<file path="config.mk">
export PLATFORM = sky130hd
export DESIGN_NAME = mem_port_arbiter
export DESIGN_NICKNAME = d
export VERILOG_FILES = /design/src/rtl/mem_arb_pkg.sv /design/src/rtl/rr_arbiter2.sv /design/src/rtl/mem_port_arbiter.sv
export SDC_FILE = /design/constraint.sdc
export NUM_CORES = 1
export LEC_CHECK = 0
export ABC_AREA = 1
export CAP_MARGIN = 20
export CORE_AREA = 2 2 542 544
export CTS_BUF_LIST = sky130_fd_sc_hd__clkbuf_8
export CTS_CLUSTER_DIAMETER = 200
export CTS_CLUSTER_SIZE = 28
export DETAILED_ROUTE_END_ITERATION = 10
export DIE_AREA = 0 0 544 546
export DONT_BUFFER_PORTS = 1
export PLACE_DENSITY = 0.3
export RECOVER_POWER = 100
export SYNTH_ARGS = -nofsm -noshare
export SYNTH_HDL_FRONTEND = slang
export SYNTH_SLANG_ARGS = --single-unit
</file>
<file path="constraint.sdc">
create_clock -name clk -period 1.5 [get_ports clk]
set_clock_uncertainty 0.15 [all_clocks]
set_input_delay 0.3 -clock clk [delete_from_list [all_inputs] [get_ports clk]]
set_output_delay 0.3 -clock clk [all_outputs]
set_load 0.005 [all_outputs]
</file>
<file path="src/rtl/mem_arb_pkg.sv">
// Shared definitions for the two-port DDR user-port arbiter.
//  - arb_state_e : arbiter FSM encoding (idle / busy / done)
//  - Port0/Port1 : requester index constants used as grant values
//  - Def*        : default address/data widths and watchdog limit
package mem_arb_pkg;

   typedef enum logic [1:0] {
      StIdle = 2'd0,
      StBusy = 2'd1,
      StDone = 2'd2
   } arb_state_e;

   localparam logic Port0 = 1'b0;  // DVI frame loader
   localparam logic Port1 = 1'b1;  // CPU/NPU data path

   localparam int unsigned DefAddrW      = 28;
   localparam int unsigned DefDataW      = 256;
   localparam int unsigned DefTimeoutCyc = 1024;

endpackage

</file>
<file path="src/rtl/rr_arbiter2.sv">
// Combinational two-way round-robin pick.
//  req_i        in  2  {port 1 valid, port 0 valid}
//  last_grant_i in  1  port granted by the previous arbitration
//  grant_o      out 1  winning port index (meaningful only with any_req_o)
//  any_req_o    out 1  at least one request pending
module rr_arbiter2
   import mem_arb_pkg::*;
(
   input  logic [1:0] req_i,
   input  logic       last_grant_i,
   output logic       grant_o,
   output logic       any_req_o
);

   always_comb begin
      any_req_o = |req_i;
      unique case (req_i)
         2'b01:   grant_o = Port0;
         2'b10:   grant_o = Port1;
         // Tie: the port that did not win last time goes first.
         2'b11:   grant_o = ~last_grant_i;
         default: grant_o = last_grant_i;
      endcase
   end

endmodule

</file>
<file path="src/rtl/mem_port_arbiter.sv">
// Shares one DDR user port between two requesters (0 = DVI loader, 1 = CPU/NPU).
// Round-robin, a single outstanding transaction, all memory-side outputs registered.
//  clk, rst                    clock, synchronous active-high reset
//  rqN_valid/rw/addr/wdata     request N, held until rqN_done (N = 0, 1)
//  rqN_done                    one-cycle completion pulse for request N
//  rdata, err                  read data / watchdog abort flag, valid with rqN_done
//  mem_valid_data ... data_wr  request toward memory, held until mem_ready_data
//  data_rd, mem_ready_data     memory read data and one-cycle completion
// Optional: define MEM_ARB_TIMEOUT_EN to enable the BUSY watchdog (TIMEOUT_CYC cycles);
// otherwise BUSY waits indefinitely and err is tied low.
module mem_port_arbiter
   import mem_arb_pkg::*;
#(
   parameter int unsigned ADDR_W      = DefAddrW,
   parameter int unsigned DATA_W      = DefDataW,
   parameter int unsigned TIMEOUT_CYC = DefTimeoutCyc
) (
   input  logic              clk,
   input  logic              rst,
   input  logic              rq0_valid,
   input  logic              rq0_rw,
   input  logic [ADDR_W-1:0] rq0_addr,
   input  logic [DATA_W-1:0] rq0_wdata,
   output logic              rq0_done,
   input  logic              rq1_valid,
   input  logic              rq1_rw,
   input  logic [ADDR_W-1:0] rq1_addr,
   input  logic [DATA_W-1:0] rq1_wdata,
   output logic              rq1_done,
   output logic [DATA_W-1:0] rdata,
   output logic              err,
   output logic              mem_valid_data,
   output logic              mem_rw_data,
   output logic [ADDR_W-1:0] mem_data_addr,
   output logic [DATA_W-1:0] data_wr,
   input  logic [DATA_W-1:0] data_rd,
   input  logic              mem_ready_data
);

   arb_state_e        state_q;
   logic              last_grant_q;
   logic              grant_q;
   logic [1:0]        done_q;
   logic              mem_valid_q;
   logic              mem_rw_q;
   logic [ADDR_W-1:0] mem_addr_q;
   logic [DATA_W-1:0] mem_wdata_q;
   logic [DATA_W-1:0] rdata_q;
   logic              grant;
   logic              any_req;

   rr_arbiter2 u_rr (
      .req_i        ({rq1_valid, rq0_valid}),
      .last_grant_i (last_grant_q),
      .grant_o      (grant),
      .any_req_o    (any_req)
   );

`ifdef MEM_ARB_TIMEOUT_EN
   localparam int unsigned WdW = (TIMEOUT_CYC > 1) ? $clog2(TIMEOUT_CYC) : 1;
   logic [WdW-1:0] wd_q;
   logic           wd_expired;
   logic           err_q;
   assign wd_expired = (wd_q == WdW'(TIMEOUT_CYC - 1));
   assign err        = err_q;
`else
   logic unused_timeout_cfg;
   assign unused_timeout_cfg = ^TIMEOUT_CYC;
   assign err                = 1'b0;
`endif

   always_ff @(posedge clk) begin
      if (rst) begin
         state_q      <= StIdle;
         last_grant_q <= Port1;  // port 0 wins the first tie
         grant_q      <= Port0;
         done_q       <= 2'b00;
         mem_valid_q  <= 1'b0;
         mem_rw_q     <= 1'b0;
         mem_addr_q   <= '0;
         mem_wdata_q  <= '0;
         rdata_q      <= '0;
`ifdef MEM_ARB_TIMEOUT_EN
         wd_q         <= '0;
         err_q        <= 1'b0;
`endif
      end else begin
         done_q <= 2'b00;
`ifdef MEM_ARB_TIMEOUT_EN
         err_q  <= 1'b0;
         // Counts BUSY cycles only; any exit from BUSY returns it to zero.
         wd_q   <= (state_q == StBusy && !mem_ready_data && !wd_expired) ? wd_q + 1'b1 : '0;
`endif
         unique case (state_q)
            StIdle: begin
               if (any_req) begin
                  grant_q      <= grant;
                  last_grant_q <= grant;
                  mem_valid_q  <= 1'b1;
                  mem_rw_q     <= (grant == Port1) ? rq1_rw    : rq0_rw;
                  mem_addr_q   <= (grant == Port1) ? rq1_addr  : rq0_addr;
                  mem_wdata_q  <= (grant == Port1) ? rq1_wdata : rq0_wdata;
                  state_q      <= StBusy;
               end
            end
            StBusy: begin
               // A completion in the expiry cycle takes priority over the watchdog.
               if (mem_ready_data) begin
                  if (!mem_rw_q) rdata_q <= data_rd;
                  mem_valid_q      <= 1'b0;
                  done_q[grant_q]  <= 1'b1;
                  state_q          <= StDone;
               end
`ifdef MEM_ARB_TIMEOUT_EN
               else if (wd_expired) begin
                  rdata_q          <= '0;
                  err_q            <= 1'b1;
                  mem_valid_q      <= 1'b0;
                  done_q[grant_q]  <= 1'b1;
                  state_q          <= StDone;
               end
`endif
            end
            // Requester updates its valid during this cycle; ignore requests until IDLE.
            StDone:  state_q <= StIdle;
            default: state_q <= StIdle;
         endcase
      end
   end

   assign rq0_done       = done_q[0];
   assign rq1_done       = done_q[1];
   assign rdata          = rdata_q;
   assign mem_valid_data = mem_valid_q;
   assign mem_rw_data    = mem_rw_q;
   assign mem_data_addr  = mem_addr_q;
   assign data_wr        = mem_wdata_q;

endmodule
</file>
# Word level (Yosys, flattened, before mapping)
# Cells that the tools add are included.
classes:
  n_addsub: 0
  multipliers: 0
  div: 0
  n_lt_le_gt_ge: 2
  eq_ne: 6
  shifts: 0
  muxes: 12
  bitwise_logic: 4
  n_reduce_logical: 9
ops:
  columns: ["cell", "n"]
  rows:
  - ["256-bit 2-to-1 mux", 1]
  - ["28-bit 2-to-1 mux", 1]
  - ["3-bit AND reduction", 2]
  - ["2-bit by 1-bit equality test with 1-bit output (second input constant)", 2]
  - ["2-bit equality test (second input constant)", 2]
  - ["1-bit 2-to-1 mux", 4]
  - ["2-bit 2-to-1 mux", 2]
  - ["2-bit != test (second input constant)", 2]
  - ["1-bit NOT", 4]
  - ["2-bit case mux with 2 select lines", 1]
  - ["2-bit AND reduction", 2]
  - ["1-bit case mux with 3 select lines", 1]
  - ["3-bit OR reduction", 1]
  - ["2-bit zero test", 1]
  - ["1-bit by 2-bit less-than comparator with 1-bit output (second input constant)", 1]
  - ["1-bit case mux with 2 select lines", 1]
  - ["2-bit nonzero test", 1]
  - ["2-bit OR reduction", 1]
  - ["1-bit demux with 1-bit select", 1]
  - ["1-bit >= comparator (second input constant)", 1]
  - ["1-bit logical AND", 1]
totals:
  ff_bits: 548
  latch_bits: 0
  mem_bits_rw: 0
  romBits: 0
  in_bits: 831
  output_inout_bits: 545
  word_cells: 42
  mem_count: 0

# Depth between registers and ports, before layout
# Gate-level depths: netlist of run 1.
logic_depth:
  ltp_word: 4
  ltp_mapped: 8
  mapped_depth_nobuf: 6

# By module
# Synthesis of run 1 repeated with hierarchy kept, for this count alone.
hier_totals:
  hier_cells: 4410
  area_unflattened_um2: 26694.4
modules_own_cells:
  columns: ["mod", "n_inst", "cells_per_inst", "area_per_inst_um2", "seq_area_each_um2"]
  rows:
  - ["mem_port_arbiter", 1, 4404, 26669.3, 10970.5]
  - ["rr_arbiter2", 1, 6, 25.0, 0.0]

# Worst setup path after synthesis of run 1
# Ideal clock, no wire load.
synth_timing:
  path_kind: "reg2reg"
  from: "register state_q[0]"
  to: "register rdata_q[228], in the netlist rdata[228]"
  setup_ns: 0.116
  t_arrival_ns: 1.083
  required_ns: 1.234
  path_slack_ns: 0.151
  stages_incl_launch_ff: 8
  path_buffers: 2
  synth_period_minus_slack_ns: 1.349
  path_cell_list: "dfxtp_1 -> inv_2 -> nor2_2 -> nand2_2 -> buf_4 -> clkbuf_1 -> o21ai_0 -> nor2_1"
synth_between:
  elab_chain_cells: 2
synth_rtl:
  columns: ["item", "line", "text"]
  rows:
  - ["start, declared", "mem_port_arbiter.sv:40", "arb_state_e state_q;"]
  - ["start signal, assigned", "mem_port_arbiter.sv:74", "state_q <= StIdle;"]
  - ["start signal, assigned", "mem_port_arbiter.sv:103", "state_q <= StBusy;"]
  - ["start signal, assigned", "mem_port_arbiter.sv:112", "state_q <= StDone;"]
  - ["2-bit by 1-bit equality test with 1-bit output", "mem_port_arbiter.sv:94", "unique case (state_q)"]
  - ["3-bit AND reduction (no source line)", null, null]
  - ["end signal, assigned", "mem_port_arbiter.sv:109", "if (!mem_rw_q) rdata_q <= data_rd;"]
  - ["end, declared", "mem_port_arbiter.sv:48", "logic [DATA_W-1:0] rdata_q;"]
# Every way passes these cells.
# A chain may end at the register's enable or synchronous reset.

==> results of run 1 <==
critical path: stages:
cell            delay [ns]
inv_8                 0.42
buf_12                0.19
dlymetal6s4s_1        0.89
o21ai_1               0.40
nor2_1                0.22
metrics by stage:
stage / instance area (µm²) / hold WS, ns / cells
2_1_floorplan: 24730 / 0.2665 / 3649
6_report: 49260 / -0.4427 / 8804
4_1_cts: 45120 / -0.6178 / 8651
3_5_place_dp: 30920 / 0.3079 / 7538
3_3_place_gp: 30920 / 0.3021 / 7538
5_1_grt: 49170 / -0.5427 / 8769
cells by family after synthesis:
logic type	synth area share (%)
AO/OA/AOI/OAI	11.04
buffers and inverters	14.71
flip-flops	44.37
other	0.01517
AND/OR/NAND/NOR	29.86
path summary, 6_finish.rpt:
| check | from | end | slack (ns) | cells after the start |
|---|---|---|---|---|
| worst max register to register | state_q[0] | rdata[235] | -0.49 | 8 |
| worst min register to register | mem_valid_data | mem_valid_data | 0.36 | 2 |
| worst max-delay path | rst | rdata[235] | -0.87 | 5 |
| worst min-delay path | rq1_wdata[138] | data_wr[138] | -0.44 | 4 |
power breakdown:
group | internal [mW] | total (mW) | switching, mW
logic | 7.01 | 14.8 | 7.75
clock network | 1.57 | 7.16 | 5.59
registers | 16.2 | 18.1 | 1.88
total | 24.8 | 40.0 | 15.2
what timing repair did:
item,CTS,global route
setup buffers,60,39
resized for setup,930,767
cloned,41,43
setup endpoints to repair,1089,1089
hold endpoints to repair,548,292
hold buffers,986,27
pin swaps,79,228
per-layer routing:
layer	vias up	track usage, %	routed length, µm
met5	-	0	507
met4	76	4.394	8610
met3	382	4.706	19030
met2	1559	23.94	107900
met1	14653	15.03	85060
li1	14046	-	-
registers in the layout, summed over array words and instances (netlist names):
name            count
state_q             2
done_q              2
mem_valid_data      1
last_grant_q        1
mem_data_addr      28
data_wr           256
mem_rw_data         1
rdata             256
grant_q             1
layout make-up:
| type | count | share of cell area [%] |
|---|---|---|
| flip-flops and latches | 548 | 23.95 |
| repair buffers | 1435 | 33.63 |
| diodes | 68 | 0.3455 |
| clock inverters | 3 | 0.1016 |
| repair inverters | 5 | 0.2769 |
| inverters | 578 | 4.486 |
| multi-input cells | 2223 | 26.55 |
| clock buffers | 25 | 0.6985 |
| well taps | 3919 | 9.955 |
cell usage in the layout, fill, tap and decap left out, drive strengths merged, types with 3 or more instances in the layout:
cell | synthesis | routed
a21oi | 288 | 288
buf | 189 | 384
bufbuf | 0 | 4
clkbuf | 114 | 61
clkinv | 0 | 7
dfxtp | 548 | 548
diode | 0 | 68
dlygate4sd3 | 0 | 1008
dlymetal6s4s | 0 | 3
inv | 578 | 578
nand2 | 299 | 302
nand3 | 855 | 855
nor2 | 518 | 518
o21ai | 256 | 256
==> run metrics, run 1 <==
status=finished with violations; failing checks=negative hold slack, max-slew violations, negative setup slack; Final TNS setup=-332.10 ns; Fin. Hold Viols=67; Async S/R FF share, synth=0%; initial DRC count=2457; area of the core=0.2921 mm²; EDFF count, synth=0; WHS=-0.4427 ns; initial antenna violation count=156; vias in the first global route=29.53k; crit end category=register; Critical Path AT=3.01 ns; multi-input combinational cell area=0.01308 mm²; Root Buffer=clkbuf_8; worst-margin pin slew=1.736 ns; worst setup path category=in2reg; Vias=30.72k; die area=0.2970 mm²; Final min period=2.367 ns; count leader, synth=nand3_1; most frequent cells after synthesis=nand3_1 (855), inv_1 (576), dfxtp_1 (548); Rel. slew slack=-15.73%; Hold Crit Class=in2reg; CTS tree=yes; unrepaired setup endpoints after global routing=true; peak supply drop=0.0008565 V; Total GRT Usage=13.56%; mapped cell area=0.02472 mm²; Post-Syn Instances=3649; Finish-stage setup viols=1089; I/O Buffers=0; grt ovf=0; global-route wire length before repair=274.3 mm; PD cells=812.9 mW/mm²; vias per cell=3.489; sequential area share after synthesis=44.37%; largest net degree at the start of global routing=293; Register Area=0.01180 mm²; Slew Viols, Final=82; period utilization=157.8%; top post-synthesis cells by area=dfxtp_1 (44%), nand3_1 (17%), inv_1 (8.7%); RePlAce Congestion=0.9463; wire length per cell=25.12 µm; Yosys reg bits=548; Synth Net Count=4480; max cap viols=0; Chip Width=544 µm; dpl ws=-0.7293 ns; CTS Buffer Depth=3; post-layout util=16.87%; fin nets=5646; final wirelength=221.1 mm; CTS buffer count=24; Area growth, synth to finish=99.22%; area share of the largest cell type after synthesis=44.37%; Fmax=422.6 MHz; # IOs=1376; final worst-path setup slack=-0.8666 ns; dominant cell type by area after synthesis=dfxtp_1; Clock transition at path regs=0.19 ns; number of remaining DRC errors=0; CP required=2.14 ns; TritonRoute pass-1 iters=6; detailed placement HPWL=163.9 mm; Skew-Pair Late Insertion Delay=0.89 ns; synthesized area per cell=6.776 µm²; # H-tree levels=1; Post-synth top flop=dfxtp_1; # fillers=32.84k; row count=199; Design Power=40.04 mW; synth warn=0; layout cells sized above 1=28.00%; antenna viol nets, final=0; Distinct cells, synth=23; Starting Density=8.466%; die height=546 µm; maximum fanout along the worst path=292; leak pwr=20.22 nW; clk sink count=548; crit start category=input pin
Note: power is estimated with default switching activity, not from simulation.
==> run 2, diff against run 1 <==
--- a/config.mk
+++ b/config.mk
@@ -14,6 +14,7 @@
 export DETAILED_ROUTE_END_ITERATION = 10
 export DIE_AREA = 0 0 544 546
 export DONT_BUFFER_PORTS = 1
+export GPL_ROUTABILITY_DRIVEN = 0
 export PLACE_DENSITY = 0.3
 export RECOVER_POWER = 100
 export SYNTH_ARGS = -nofsm -noshare
==> results of run 2 <==
No change in the layout: final DEF, timing and power equal those of run 1.
